<file path="config.mk">
export PLATFORM = sky130hd
export DESIGN_NAME = guess_entry_ctrl
export DESIGN_NICKNAME = d
export VERILOG_FILES = /design/src/rtl/guess_defs.sv /design/src/rtl/key_decode.sv /design/src/rtl/guess_entry_ctrl.sv
export SDC_FILE = /design/constraint.sdc
export NUM_CORES = 1
export LEC_CHECK = 0
export BUFFER_PORTS_ARGS = -buffer_cell sky130_fd_sc_hd__clkbuf_2
export CAP_MARGIN = 5
export CORE_MARGIN = 5
export CORE_UTILIZATION = 37
export DETAILED_ROUTE_END_ITERATION = 10
export PLACE_DENSITY_LB_ADDON = 0.12
export REMOVE_ABC_BUFFERS = 1
export SYNTH_ARGS = -nofsm -noshare
export SYNTH_HDL_FRONTEND = slang
export SYNTH_SLANG_ARGS = --single-unit
export TNS_END_PERCENT = 30
</file>
<file path="constraint.sdc">
create_clock -name clk -period 3.3 [get_ports clk]
set_clock_uncertainty 0.1 [all_clocks]
set_input_delay 0.66 -clock clk [delete_from_list [all_inputs] [get_ports clk]]
set_output_delay 0.66 -clock clk [all_outputs]
set_load 0.01 [all_outputs]
</file>
<file path="src/rtl/guess_defs.sv">
// Shared key codes, state encoding and size defaults for the guess entry controller.
package guess_defs;
   localparam int LETTERS_DEF = 5;
   localparam int CHAR_W_DEF  = 8;

   localparam logic [7:0] KEY_BS      = 8'h08;
   localparam logic [7:0] KEY_ENTER   = 8'h0D;
   localparam logic [7:0] KEY_A       = 8'h41;
   localparam logic [7:0] KEY_Z       = 8'h5A;
   localparam logic [7:0] KEY_LC_A    = 8'h61;
   localparam logic [7:0] KEY_LC_Z    = 8'h7A;
   localparam logic [7:0] CASE_OFFSET = 8'h20;

   typedef enum logic [1:0] {
      ST_EDIT   = 2'd0,
      ST_FULL   = 2'd1,
      ST_SUBMIT = 2'd2,
      ST_CLEAR  = 2'd3
   } state_e;
endpackage

</file>
<file path="src/rtl/key_decode.sv">
// Combinational key classifier; GUESS_CASE_FOLD_EN folds lowercase letters to uppercase.
module key_decode
   import guess_defs::*;
#(
   parameter int CHAR_W = CHAR_W_DEF
) (
   input  logic [CHAR_W-1:0] i_key_code,
   output logic              o_is_letter,
   output logic              o_is_bs,
   output logic              o_is_enter,
   output logic [CHAR_W-1:0] o_letter_out
);
   logic w_upper;

   assign w_upper    = (i_key_code >= CHAR_W'(KEY_A)) && (i_key_code <= CHAR_W'(KEY_Z));
   assign o_is_bs    = (i_key_code == CHAR_W'(KEY_BS));
   assign o_is_enter = (i_key_code == CHAR_W'(KEY_ENTER));

`ifdef GUESS_CASE_FOLD_EN
   logic w_lower;
   assign w_lower      = (i_key_code >= CHAR_W'(KEY_LC_A)) && (i_key_code <= CHAR_W'(KEY_LC_Z));
   assign o_is_letter  = w_upper || w_lower;
   assign o_letter_out = w_lower ? (i_key_code - CHAR_W'(CASE_OFFSET)) : i_key_code;
`else
   assign o_is_letter  = w_upper;
   assign o_letter_out = i_key_code;
`endif
endmodule

</file>
<file path="src/rtl/guess_entry_ctrl.sv">
// Keystroke sequencer for the external guess register (build option: GUESS_CASE_FOLD_EN).
module guess_entry_ctrl
   import guess_defs::*;
#(
   parameter  int LETTERS = LETTERS_DEF,
   parameter  int CHAR_W  = CHAR_W_DEF,
   localparam int GW      = LETTERS * CHAR_W
) (
   input  logic              clk,
   input  logic              clr,
   input  logic              key_valid,
   output logic              key_ready,
   input  logic [CHAR_W-1:0] key_code,
   output logic              reg_ie,
   output logic [GW-1:0]     reg_indata,
   input  logic [GW-1:0]     reg_q,
   output logic              guess_valid,
   input  logic              guess_ready,
   output logic [GW-1:0]     guess_data,
   output logic [2:0]        count,
   output logic              err
);
   state_e            r_state;
   logic [2:0]        r_count;
   logic              r_err;
   logic              w_is_letter;
   logic              w_is_bs;
   logic              w_is_enter;
   logic [CHAR_W-1:0] w_letter;
   logic              w_accept;
   logic              w_put_letter;
   logic              w_backspace;

   key_decode #(.CHAR_W(CHAR_W)) u_key_decode (
      .i_key_code   (key_code),
      .o_is_letter  (w_is_letter),
      .o_is_bs      (w_is_bs),
      .o_is_enter   (w_is_enter),
      .o_letter_out (w_letter)
   );

   // clr gates the handshakes combinationally so they drop in the cycle clr is raised
   assign key_ready    = !clr && ((r_state == ST_EDIT) || (r_state == ST_FULL));
   assign guess_valid  = !clr && (r_state == ST_SUBMIT);
   assign guess_data   = reg_q;
   assign count        = r_count;
   assign err          = r_err;
   assign w_accept     = key_valid && key_ready;
   assign w_put_letter = w_accept && w_is_letter && (r_state == ST_EDIT);
   assign w_backspace  = w_accept && w_is_bs && (r_count != 3'd0);

   always_comb begin
      reg_ie     = 1'b0;
      reg_indata = reg_q;
      if (clr || (r_state == ST_CLEAR)) begin
         reg_ie     = 1'b1;
         reg_indata = '0;
      end else if (w_put_letter) begin
         reg_ie = 1'b1;
         for (int k = 0; k < LETTERS; k++) begin
            if (r_count == 3'(k)) reg_indata[GW-1-CHAR_W*k -: CHAR_W] = w_letter;
         end
      end else if (w_backspace) begin
         reg_ie = 1'b1;
         for (int k = 0; k < LETTERS; k++) begin
            if (r_count == 3'(k + 1)) reg_indata[GW-1-CHAR_W*k -: CHAR_W] = '0;
         end
      end
   end

   always_ff @(posedge clk) begin
      if (clr) begin
         r_state <= ST_EDIT;
         r_count <= 3'd0;
         r_err   <= 1'b0;
      end else begin
         r_err <= 1'b0;
         case (r_state)
            ST_EDIT, ST_FULL: begin
               if (w_put_letter) begin
                  r_count <= r_count + 3'd1;
                  if (r_count == 3'(LETTERS - 1)) r_state <= ST_FULL;
               end else if (w_backspace) begin
                  r_count <= r_count - 3'd1;
                  r_state <= ST_EDIT;
               end else if (w_accept && w_is_enter && (r_state == ST_FULL)) begin
                  r_state <= ST_SUBMIT;
               end else if (w_accept) begin
                  r_err <= 1'b1;
               end
            end
            ST_SUBMIT: begin
               if (guess_ready) r_state <= ST_CLEAR;
            end
            ST_CLEAR: begin
               r_count <= 3'd0;
               r_state <= ST_EDIT;
            end
         endcase
      end
   end
endmodule

</file>
# Word-level counts from Yosys, hierarchy flattened
# Index checks and enable logic that the tools add are counted.
# op_classes
add_sub_neg	2
order_cmp	2
n_eq_ne	14
n_mux	26
n_bitwise	1
reduce_logical	21
# ops
op	count
two-way mux 40 bit	3
two-way mux 8 bit	10
== test 8 x 4 -> 1 bit, second input constant	2
logical AND 1 bit	10
two-way mux 2 bit	5
greater-or-equal comparator 8 x 7 -> 1 bit, second input constant	1
<= comparator 8 x 7 -> 1 bit, second input constant	1
== test 3 x 2 -> 1 bit, second input constant	2
== test 3 bit, second input constant	2
two-way mux 3 bit	2
!= test 3 bit, second input constant	2
case mux 2 bit (3 select lines)	1
case mux 3 bit (2 select lines)	1
OR reduction 5 bit	1
== test 2 bit, second input constant	2
two-way mux 1 bit	4
!= test 4 bit, second input constant	1
adder 3 x 1 -> 3 bit, second input constant	1
== test 3 x 1 -> 1 bit, second input constant	1
logical NOT 3 bit	1
AND reduction 3 bit	1
nonzero test 3 bit	1
subtractor 3 x 1 -> 3 bit, second input constant	1
== test 2 x 1 -> 1 bit, second input constant	1
other kinds (8)	9
# word_totals
regBits	6
out_inout_bits	87
wordCells	69

# Logic depth before layout (Yosys ltp)
# depth
word_depth	10
ltp_mapped	7

# Cells and area by module
# Synthesis repeated with hierarchy kept, for this count alone.
# hier_totals
hier_cells	173
area_unflattened_um2	1524.0
# by_module_without_submodules
module	instances	cells_per_inst	area_each_um2	seq_area_each_um2
guess_entry_ctrl	1	155	1406.3	120.1
key_decode	1	18	117.6	0.0

# Worst setup path before layout
# Ideal clock, no wire load.
# synth_timing
kind	input port to output port
startpoint	in clr
endpoint	out reg_indata[27]
arrival_ns	2.117
required_time_ns	2.540
setup_slack_ns	0.423
stages	7
cell_sequence	clkbuf_2 > nor2_1 > o2111ai_1 > nor4_1 > buf_2 > nand3_1 > o21ai_0
# synth_via
elab_chain_cells	8
elab_cells_between_ends	11
cone_classes	3 x mux; 8 x reduce/logical
# synth_rtl
element	line_no	rtl
from (decl)	guess_entry_ctrl.sv:10	input logic clr,
logical NOT 1 bit *	guess_entry_ctrl.sv:43	assign key_ready = !clr && ((r_state == ST_EDIT) || (r_state == ST_FULL));
logical AND 1 bit *	guess_entry_ctrl.sv:43	
net key_ready	guess_entry_ctrl.sv:12	output logic key_ready,
logical AND 1 bit *	guess_entry_ctrl.sv:48	assign w_accept = key_valid && key_ready;
logical AND 1 bit (2 in series)	guess_entry_ctrl.sv:50	assign w_backspace = w_accept && w_is_bs && (r_count != 3'd0);
two-way mux 40 bit	guess_entry_ctrl.sv:63	end else if (w_backspace) begin
two-way mux 40 bit *	guess_entry_ctrl.sv:58	end else if (w_put_letter) begin
two-way mux 40 bit *	guess_entry_ctrl.sv:55	if (clr || (r_state == ST_CLEAR)) begin
to (decl)	guess_entry_ctrl.sv:15	output logic [GW-1:0] reg_indata,
# The timed path passes the listed nets; every way through them passes the cells marked *.

# Worst setup path in the final report
# layout_timing
startpoint	in key_code[4]
endpoint	out reg_indata[12]
# layout_via
elab_chain_cells	6
elab_cells_between_ends	12
cone_classes	2 x order compare; 1 x eq/ne; 4 x mux; 5 x reduce/logical
# layout_rtl
element	line_no	rtl
from (decl)	guess_entry_ctrl.sv:13	input logic [CHAR_W-1:0] key_code,
greater-or-equal comparator 8 x 7 -> 1 bit, or another cell as far along	key_decode.sv:15	assign w_upper = (i_key_code >= CHAR_W'(KEY_A)) && (i_key_code <= CHAR_W'(KEY_Z));
logical AND 1 bit, on equally long branches	key_decode.sv:15, guess_entry_ctrl.sv:50	
logical AND 1 bit, on equally long branches	guess_entry_ctrl.sv:49, guess_entry_ctrl.sv:50	
logical AND 1 bit / two-way mux 40 bit (equally long branches)	guess_entry_ctrl.sv:49, guess_entry_ctrl.sv:63	
two-way mux 40 bit *	guess_entry_ctrl.sv:58	
two-way mux 40 bit *	guess_entry_ctrl.sv:55	
# Every way passes the cells marked *; elsewhere a longest branch is shown, timed or not.

==> results.ini <==
[status]
status = complete, no violations

[synthesis]
synth.top_cell.area_share_pct = 20.51
synth_area_leader_cell = buf_4
syn_avg_cell_area_um2 = 7.038
synth-edff-count = 0
ys_seq_area_share_pct = 8.205
async_flop_share_pct = 0
ys_types = 40
ys_ff_latch = 6
yosysWarnings = 0
synth-main-ff-cell = dfxtp_1
synth_most_common_cell = buf_4
synth_area_um2 = 1464
syn_inst = 208
synth_commonest_cells = 40 x buf_4, 29 x nand3_1, 21 x nand2_1
ys_top_cells_by_area = buf_4 21%, nand3_1 9.9%, dfxtp_1 8.2%

[global_routing]
grt_pass1_wl_mm = 8.169
antenna_found_initial = 0
grt_pass1_vias = 1707
grt_max_degree = 36
track_usage_pct = 18.87
grt-ovfl-total = 0

[timing]
tightest_slew_ns = 0.4911
holdWs_ns = 0.4261
period_share_pct = 96.02
maxSlewViolCount = 0
setup_viol = 0
timing.final.hold_violations = 0
rsz0062_at_grt = false
fmax_mhz = 315.6
relSlewSlack_pct = 67.26
finalSetupTns_ns = 0
min_period_ns = 3.169

[routing]
ant_nets = 0
drt-total-wl_mm = 5.288
wl_per_cell_um = 14.61
drt_iter0_drc = 90
avgViaCountPerCell = 5.094
vias = 1844
drc = 0
dr.pass1.iters = 4

[cts]
post_cts_buffers = 0
cts_sinks = 6
cts_buffers = 3
cts-resized-gates = 0
cts-root-buf = clkbuf_8
cts.htree.levels = 1
clock_path_buffers = 2
clk_latency_ns = 0.22
post_cts_hold_buffer_count = 0
cts_tree = yes
path_clk_slew_ns = 0.03

[placement]
dp_hpwl_mm = 4.498
place_congestion = 0.7971
port_buffers = 138
dp.cells = 358

[finish]
fillCellCount = 421
fin_cells = 362
antenna_cells = 0
post-route-util_pct = 54.31
nets = 374
areaGrowthSynthToFinish_pct = 38.89
drive_gt1_share_pct = 54.14

[floorplanning]
design.core.area_um2 = 3744
die_h_um = 72.90
dieWidth_um = 72.90
rows = 22
io_pins = 139
die_area_um2 = 5314
initial_core_util_pct = 39.10

[worst_setup_path]
cp.required_ns = 2.54
critPathLaunchType = primary input
path_class = primary input to output port
setup.worst_path.end_class = output port
crit_slowest_cell = or4b_4
crit_chain = clkbuf_2 -> or4b_4 -> nor2_4 -> nand4_4 -> and3_1 -> mux2_2 -> clkbuf_2
critPathArrivalTime_ns = 2.41
crit_buf_inv = 2
worstPathMaxFanout = 9
worst_path_most_repeated_cell = clkbuf_2
cpPeakStageDelay_ns = 0.56
crit_family = simple AND/OR/NAND/NOR gates

[power]
report.power.total_w = 0.0003853
p_per_area_nw_per_um2 = 189.5
leakage_nw = 1.165
vdd_drop_max_v = 0.0001780

[hold_path]
min_path_type = register to register

[flow_run]
drv_cap = 0

## cells in the final DEF (no fill, tap or decap), types with 3 or more instances in the layout
cell type  count
o21ai_0       12
clkbuf_8       3
mux2_2         5
clkbuf_2     138
nor2b_1        3
nor3b_1        4
nor2_1         9
and3_1         7
inv_1          6
ha_1           6
dfxtp_1        6
buf_4         10
a21oi_1        7
nand2_1       21
nand3_1       29
a211oi_1       3
mux2i_1       11
and4_1         4
nand2_2        3
## final cells by class
cell class | instances | area [µm²] | area share [%]
clock buffers | 3 | 41.29 | 2.031
inverters | 6 | 22.52 | 1.108
multi-input cells | 149 | 996.0 | 48.98
flip-flops and latches | 6 | 120.1 | 5.908
well taps | 48 | 60.06 | 2.954
repair buffers | 150 | 793.3 | 39.02
## through the flow
stage	area, µm²	worst slack [ns]
finish	2033	0.1312
global route	2033	0.03462
CTS	2026	0.08062
detailed placement	1984	0.08328
global placement	1984	0.08811
floorplan	1135	-0.1076
## flip-flops by register name, summed over array words and instances, names as in the netlist
register / flops
r_state: 2
err: 1
count: 3
## layer usage
layer | vias up | share of wire, % | global-route usage [%]
met4 | 0 | 0.40 | 3.689
met5 | - | 0 | 0
met1 | 818 | 41 | 24.35
met2 | 92 | 48 | 32.67
li1 | 930 | - | -
met3 | 4 | 11 | 3.444
## cell families (layout without fill, tap and decap cells)
logic type / after synthesis / in the layout / share of synthesized area [%]
flops: 6 / 6 / 8.205
mux: 16 / 16 / 11.37
fa+ha+maj: 6 / 6 / 5.128
buf+inv: 53 / 159 / 24.02
simple gates: 96 / 96 / 37.95
compound gates: 31 / 31 / 13.33
## report_power, final
group | internal [W] | switching (W) | total (W)
registers | 0.0000749 | 0.00000236 | 0.0000772
clock network | 0.0000782 | 0.0000301 | 0.000108
logic | 0.0000899 | 0.000110 | 0.000200
total | 0.000243 | 0.000142 | 0.000385
## worst paths after layout
path	depth (start not counted)	slack [ns]	endpoint	start
worst min-delay path	1	0.43	count[0]$_SDFFE_PP0P_	count[0]$_SDFFE_PP0P_
worst min register to register	1	0.43	count[0]$_SDFFE_PP0P_	count[0]$_SDFFE_PP0P_
worst max-delay path	7	0.13	reg_indata[12]	key_code[4]
worst max register to register	8	1.19	count[2]$_SDFFE_PP0P_	count[0]$_SDFFE_PP0P_
Note: power is estimated with default switching activity, not from simulation.
